===== config.mk =====
export PLATFORM = sky130hd
export DESIGN_NAME = sync_uart_rx_unpacker
export DESIGN_NICKNAME = d
export VERILOG_FILES = /design/src/rtl/sync_uart_rx_unpacker.sv
export SDC_FILE = /design/constraint.sdc
export NUM_CORES = 1
export LEC_CHECK = 0
export CAP_MARGIN = 40
export CORE_MARGIN = 1.5
export CORE_UTILIZATION = 41
export DETAILED_ROUTE_END_ITERATION = 16
export PLACE_DENSITY = 0.7
export SLEW_MARGIN = 0
export SYNTH_ARGS = -nofsm -noshare
export SYNTH_HDL_FRONTEND = slang
export SYNTH_SLANG_ARGS = --single-unit
export TNS_END_PERCENT = 100

===== constraint.sdc =====
create_clock -name CLK -period 3.5 [get_ports CLK]
set_input_delay 1.05 -clock CLK [delete_from_list [all_inputs] [get_ports CLK]]
set_output_delay 1.05 -clock CLK [all_outputs]
set_load 0.01 [all_outputs]

===== src/rtl/sync_uart_rx_unpacker.sv =====
`default_nettype none
// ============================================================================
// Module   : sync_uart_rx_unpacker
// Purpose  : Captures one received UART frame and replays it as a byte stream
//            (opt, len, payload) with valid/ready and a last flag.
//            Optional skid frame register: SYNC_UART_UNPACK_SKID_EN.
// Revision : 1.0 - initial release
// ============================================================================
module sync_uart_rx_unpacker #(
    parameter int BYTE_SIZE     = 8,
    parameter int MAX_MSG_LEN   = (1 << BYTE_SIZE) - 1,
    parameter int OUT_DATA_SIZE = $clog2(MAX_MSG_LEN) * BYTE_SIZE
) (
    input  logic                     CLK,
    input  logic                     RST_N,
    input  logic [BYTE_SIZE-1:0]     in_opt,
    input  logic [BYTE_SIZE-1:0]     in_len,
    input  logic [OUT_DATA_SIZE-1:0] in_data,
    input  logic                     in_valid,
    output logic [BYTE_SIZE-1:0]     o_data,
    output logic                     o_valid,
    output logic                     o_last,
    input  logic                     i_ready,
    output logic                     o_busy,
    output logic                     o_len_trunc,
    output logic                     o_overrun
);

    localparam int DATA_BYTES = OUT_DATA_SIZE / BYTE_SIZE;
    localparam int c_idx_w    = $clog2(DATA_BYTES + 1);
    localparam logic [BYTE_SIZE-1:0] c_max_eff  = BYTE_SIZE'(DATA_BYTES);
    localparam logic [c_idx_w-1:0]   c_db_idx   = c_idx_w'(DATA_BYTES);
    localparam logic [c_idx_w-1:0]   c_idx_one  = c_idx_w'(1);

    localparam logic [1:0] ST_IDLE = 2'd0;
    localparam logic [1:0] ST_OPT  = 2'd1;
    localparam logic [1:0] ST_LEN  = 2'd2;
    localparam logic [1:0] ST_DATA = 2'd3;

    logic [1:0]               r_state;
    logic [1:0]               w_state_nxt;
    logic [BYTE_SIZE-1:0]     r_opt;
    logic [BYTE_SIZE-1:0]     r_len;
    logic [OUT_DATA_SIZE-1:0] r_data;
    logic [c_idx_w-1:0]       r_eff;
    logic [c_idx_w-1:0]       r_idx;
    logic [c_idx_w-1:0]       w_idx_nxt;
    logic [OUT_DATA_SIZE-1:0] w_shift;
    logic                     r_len_trunc;
    logic                     r_overrun;
    logic                     w_xfer;
    logic                     w_final;
    logic                     w_idle;
    logic                     w_sk_busy;

    // Frame source selected for loading into the active register
    logic                     w_ld;
    logic                     w_drop;
    logic [BYTE_SIZE-1:0]     w_ld_opt;
    logic [BYTE_SIZE-1:0]     w_ld_len;
    logic [OUT_DATA_SIZE-1:0] w_ld_data;
    logic                     w_ld_trunc;
    logic [c_idx_w-1:0]       w_ld_eff;

    assign w_idle  = (r_state == ST_IDLE);
    assign o_valid = !w_idle;
    assign w_xfer  = o_valid && i_ready;
    assign w_final = w_xfer && o_last;
    assign w_shift = r_data << (32'(r_idx) * BYTE_SIZE);

    always_comb begin
        o_data = '0;
        o_last = 1'b0;
        case (r_state)
            ST_OPT:  o_data = r_opt;
            ST_LEN: begin
                o_data = r_len;
                o_last = (r_eff == '0);
            end
            ST_DATA: begin
                o_data = w_shift[OUT_DATA_SIZE-1 -: BYTE_SIZE];
                o_last = (r_idx == (r_eff - c_idx_one));
            end
            default: ;
        endcase
    end

`ifdef SYNC_UART_UNPACK_SKID_EN
    logic                     r_sk_vld;
    logic [BYTE_SIZE-1:0]     r_sk_opt;
    logic [BYTE_SIZE-1:0]     r_sk_len;
    logic [OUT_DATA_SIZE-1:0] r_sk_data;
    logic                     w_sk_wr;
    logic                     w_sk_clr;

    always_comb begin
        w_ld      = 1'b0;
        w_drop    = 1'b0;
        w_sk_wr   = 1'b0;
        w_sk_clr  = 1'b0;
        w_ld_opt  = in_opt;
        w_ld_len  = in_len;
        w_ld_data = in_data;
        if (w_idle) begin
            w_ld = in_valid;
        end else if (w_final) begin
            if (r_sk_vld) begin
                // Promote the skid frame; a simultaneous arrival refills it
                w_ld      = 1'b1;
                w_ld_opt  = r_sk_opt;
                w_ld_len  = r_sk_len;
                w_ld_data = r_sk_data;
                w_sk_wr   = in_valid;
                w_sk_clr  = !in_valid;
            end else begin
                w_ld = in_valid;
            end
        end else if (in_valid) begin
            w_drop  = r_sk_vld;
            w_sk_wr = !r_sk_vld;
        end
    end

    always_ff @(posedge CLK) begin
        if (!RST_N) begin
            r_sk_vld  <= 1'b0;
            r_sk_opt  <= '0;
            r_sk_len  <= '0;
            r_sk_data <= '0;
        end else if (w_sk_wr) begin
            r_sk_vld  <= 1'b1;
            r_sk_opt  <= in_opt;
            r_sk_len  <= in_len;
            r_sk_data <= in_data;
        end else if (w_sk_clr) begin
            r_sk_vld  <= 1'b0;
        end
    end

    assign w_sk_busy = r_sk_vld;
`else
    always_comb begin
        w_ld      = in_valid && (w_idle || w_final);
        w_drop    = in_valid && !w_idle && !w_final;
        w_ld_opt  = in_opt;
        w_ld_len  = in_len;
        w_ld_data = in_data;
    end

    assign w_sk_busy = 1'b0;
`endif

    assign w_ld_trunc = (w_ld_len > c_max_eff);
    assign w_ld_eff   = w_ld_trunc ? c_db_idx : w_ld_len[c_idx_w-1:0];

    always_comb begin
        w_state_nxt = r_state;
        w_idx_nxt   = r_idx;
        case (r_state)
            ST_IDLE: ;
            ST_OPT: if (w_xfer) w_state_nxt = ST_LEN;
            ST_LEN: if (w_xfer) begin
                w_state_nxt = (r_eff == '0) ? ST_IDLE : ST_DATA;
                w_idx_nxt   = '0;
            end
            ST_DATA: if (w_xfer) begin
                if (o_last) w_state_nxt = ST_IDLE;
                else        w_idx_nxt   = r_idx + c_idx_one;
            end
            default: w_state_nxt = ST_IDLE;
        endcase
        if (w_ld) w_state_nxt = ST_OPT;
    end

    always_ff @(posedge CLK) begin
        if (!RST_N) begin
            r_state     <= ST_IDLE;
            r_idx       <= '0;
            r_opt       <= '0;
            r_len       <= '0;
            r_data      <= '0;
            r_eff       <= '0;
            r_len_trunc <= 1'b0;
            r_overrun   <= 1'b0;
        end else begin
            r_state     <= w_state_nxt;
            r_idx       <= w_idx_nxt;
            r_len_trunc <= w_ld && w_ld_trunc;
            r_overrun   <= w_drop;
            if (w_ld) begin
                r_opt  <= w_ld_opt;
                r_len  <= w_ld_len;
                r_data <= w_ld_data;
                r_eff  <= w_ld_eff;
            end
        end
    end

    assign o_busy      = !w_idle || w_sk_busy;
    assign o_len_trunc = r_len_trunc;
    assign o_overrun   = r_overrun;

endmodule
`default_nettype wire


==> flow_metrics.py <==
metrics = {
    "floorplan": {
        "die_x_um": 109.5,
        "die_h_um": 109.5,
        "initial_core_util_pct": 42.53,
        "core_sq_um": 10940,
        "die_area_sq_um": 11990,
        "fp-row-count": 38,
        "io_pins": 97,
    },
    "finish": {
        "finalNetCount": 663,
        "drive_gt1_share_pct": 12.28,
        "syn_to_final_growth_pct": 29.51,
        "antennaDiodeCount": 0,
    },
    "synth": {
        "ys_seq_area_share_pct": 39.60,
        "ys_warn_count": 0,
        "syn_area_sq_um": 4651,
        "ys_async_sr_fraction_pct": 0,
        "synth_edf_count": 0,
        "syn_inst": 511,
        "ys_dominant_reg_cell": "dfxtp_1",
        "synth-seq-cells": 92,
        "synth_area_per_cell_sq_um": 9.101,
        "syn_nets": 601,
        "synth_cell_types": 48,
    },
    "routing": {
        "drt-total-wl_um": 13830,
        "viasPerCell": 6.103,
        "wl_per_cell_um": 19.27,
        "drtIter0Drc": 405,
        "first_pass_iters": 5,
        "drc": 0,
        "vias": 4382,
        "final_antenna_net_count": 0,
    },
    "clocking": {
        "cts_buffers": 9,
        "cts_tree": "built",
        "cts_max_level": 3,
        "postCtsSetupRepairBufs": 0,
        "cts.sinks": 92,
        "root_buffer": "clkbuf_16",
        "clock_latency_ns": 0.35,
        "path_clk_slew_ns": 0.07,
        "clockBufferDepth": 2,
        "ctsHoldBuffers": 0,
    },
    "worst_hold_path": {
        "holdPathStages": 2,
        "holdPathEnd": "r_data[23]$_SDFFE_PN0P_",
        "worstHoldPathType": "reg -> reg",
        "hold_path.startpoint": "r_data[23]$_SDFFE_PN0P_",
    },
    "global_routing": {
        "grt_max_degree": 84,
        "grt_antenna_before_repair": 0,
        "grt-ovfl-total": 0,
        "grt_pass1_wl_um": 21740,
        "grt.total_usage_pct": 23.68,
        "grt_pass1_vias": 4131,
    },
    "timing": {
        "slew_headroom_pct": 42.31,
        "fmax_ghz": 0.2924,
        "worstMarginPinSlew_ns": 0.8653,
        "rsz0062_at_grt": "no",
        "hold_viol": 0,
        "slew_violations": 0,
        "min_period_ns": 3.420,
        "finClkSkew_ns": 0.009362,
        "fin_tns_setup_ns": 0,
        "worst_slack_ns": 0.07983,
        "setup_viol_count_final": 0,
        "period_share_pct": 97.72,
    },
    "setup_path": {
        "crit_required_ns": 2.45,
        "r2r_slack_ns": 0.78,
        "path_class": "reg -> out",
        "critical_path.max_fanout": 11,
        "startpoint_type": "register",
        "reg2reg_from": "r_idx[2]$_SDFFE_PN0P_",
        "reg2regPathDepth": 8,
        "cp.arrival_ns": 2.37,
        "r2r-end": "r_state[0]$_SDFFE_PN0P_",
        "endpoint_kind": "output port",
    },
    "pwr": {
        "clkPwrFrac_pct": 28.9,
        "peakVddDrop_uv": 783.7,
        "pwr-share-seq_pct": 38.4,
        "p_sw_share_pct": 35.18,
        "power.switching_w": 0.001293,
        "p_comb_share_pct": 32.7,
        "leakagePower_nw": 1.998,
        "power_density_nw_per_um2": 610.4,
        "internal_power_w": 0.002383,
    },
    "flow_run": {
        "max-cap-violations": 0,
    },
    "place": {
        "gp_congestion": 0.9006,
        "place_ws_ns": 0.1752,
        "detailed_place_hpwl_um": 9677,
        "port_buffers": 96,
    },
    "outcome": {
        "status": "complete, no violations",
    },
}
## stage by stage
stage               std cells  util [%]  cell area, sq um  hold slack (ns)  power (W)
floorplan                 511         -              4651           0.4482   0.002186
global placement          701     51.93              5679           0.4650   0.002599
detailed placement        701     51.93              5679           0.4728   0.002623
CTS                       718     55.13              6028           0.4892   0.003670
global route              718     55.08              6023           0.5161   0.003867
finish                    718     55.08              6023           0.4888   0.003676
## worst max path at each step
stage                                startpoint   endpoint  depth (start not counted)
after detailed placement  r_idx[0]$_SDFFE_PN0P_  o_data[1]                          6
final                     r_idx[0]$_SDFFE_PN0P_  o_data[6]                          6
after global routing      r_idx[0]$_SDFFE_PN0P_  o_data[6]                          6
after floorplan           r_idx[2]$_SDFFE_PN0P_  o_data[0]                          6
after global placement    r_idx[0]$_SDFFE_PN0P_  o_data[1]                          6
after CTS                 r_idx[0]$_SDFFE_PN0P_  o_data[7]                          6
## layout make-up
| cell class | count | area, sq um |
|---|---|---|
| timing repair buffer | 113 | 1135 |
| inverter | 9 | 33.78 |
| clock inverter | 6 | 93.84 |
| tap | 140 | 175.2 |
| sequential | 92 | 1844 |
| clock buffer | 10 | 229.0 |
| multi-input combinational | 348 | 2512 |
| fill | 970 | 4912 |
## flip-flops by register name, indices dropped and copies added, names as in the netlist
register / count
r_idx: 4
r_eff: 4
o_overrun: 1
r_opt: 8
r_data: 64
r_state: 2
r_len: 8
o_len_trunc: 1
## Yosys cell counts, types with 2 or more instances
cell      instances  share of area [%]
nor2_1           13                1.0
mux2i_1           2               0.43
dfxtp_1          92                 40
buf_2             6               0.65
o21a_1            2               0.32
xnor2_1           2               0.38
o21ai_1           2               0.22
clkbuf_1         37                3.0
a21oi_1          79                8.5
inv_1             8               0.65
a21boi_0          2               0.32
mux4_2           16                7.7
nor3_2            2               0.43
a32o_1            3               0.65
or3_1             3               0.40
nand3_1           5               0.54
nand2_1           7               0.57
o211ai_1         80                 13
nor3_1            2               0.22
nand4_1           2               0.27
clkbuf_2          5               0.54
or4_1             2               0.32
a222oi_1          8                1.7
mux2_2            8                1.9
o21ai_0          79                8.5
buf_4            10                1.6
buf_1             3               0.24
xor2_1            2               0.38
o31ai_1           3               0.48
ha_1              6                1.6
a22o_1            3               0.57
## critical path, cell delays in order (launching register included)
cell           delay [ns]
dfxtp_2              0.37
buf_12               0.16
mux4_2               0.50
mux2_2               0.30
a222oi_1             0.32
nor2_1               0.08
dlygate4sd2_1        0.30
## logic make-up (layout without fill, tap and decap cells)
group | after synthesis | after routing | share of synthesized area [%]
AOI/OAI and AO/OA | 269 | 269 | 35.57
xor gates and xnor gates | 5 | 5 | 1.238
adders and majority gates | 6 | 6 | 1.614
buffers and inverters | 71 | 138 | 6.995
DFF | 92 | 92 | 39.60
muxes | 26 | 26 | 10.12
and+or+nand+nor | 42 | 42 | 4.870
## power groups by stage
stage	combinational, W	sequential [W]	clock [W]
final	0.00120	0.00141	0.00106
after CTS	0.00120	0.00140	0.00107
after detailed placement	0.00120	0.00143	0
after global placement	0.00117	0.00143	0
after global routing	0.00132	0.00143	0.00112
after floorplan	0.000837	0.00135	0
## routing by layer
| metal | part of all wire (%) | GRT usage, % | wire length, um |
|---|---|---|---|
| met2 | 47 | 37.31 | 6480 |
| met1 | 43 | 30.56 | 5944 |
| met3 | 7.3 | 6.165 | 1013 |
| met4 | 2.9 | 10.30 | 395 |
| met5 | 0 | 0 | 0 |
## cell usage in the layout, fill, tap and decap left out, types with 8 or more instances in the layout
cell type	instances
dfxtp_1	90
mux4_2	16
a21oi_1	79
buf_4	12
o211ai_1	80
clkbuf_16	9
nor2_1	13
mux2_2	8
clkdlybuf4s50_1	88
inv_1	8
o21ai_0	79
a222oi_1	8
## timing repair
item | 4_1_cts | 5_1_grt
pin swaps | 1 | 5
cloned | 1 | 0
setup endpoints to repair | 8 | 8
resized for setup | 11 | 8
Power figures use the tool's default switching activity.
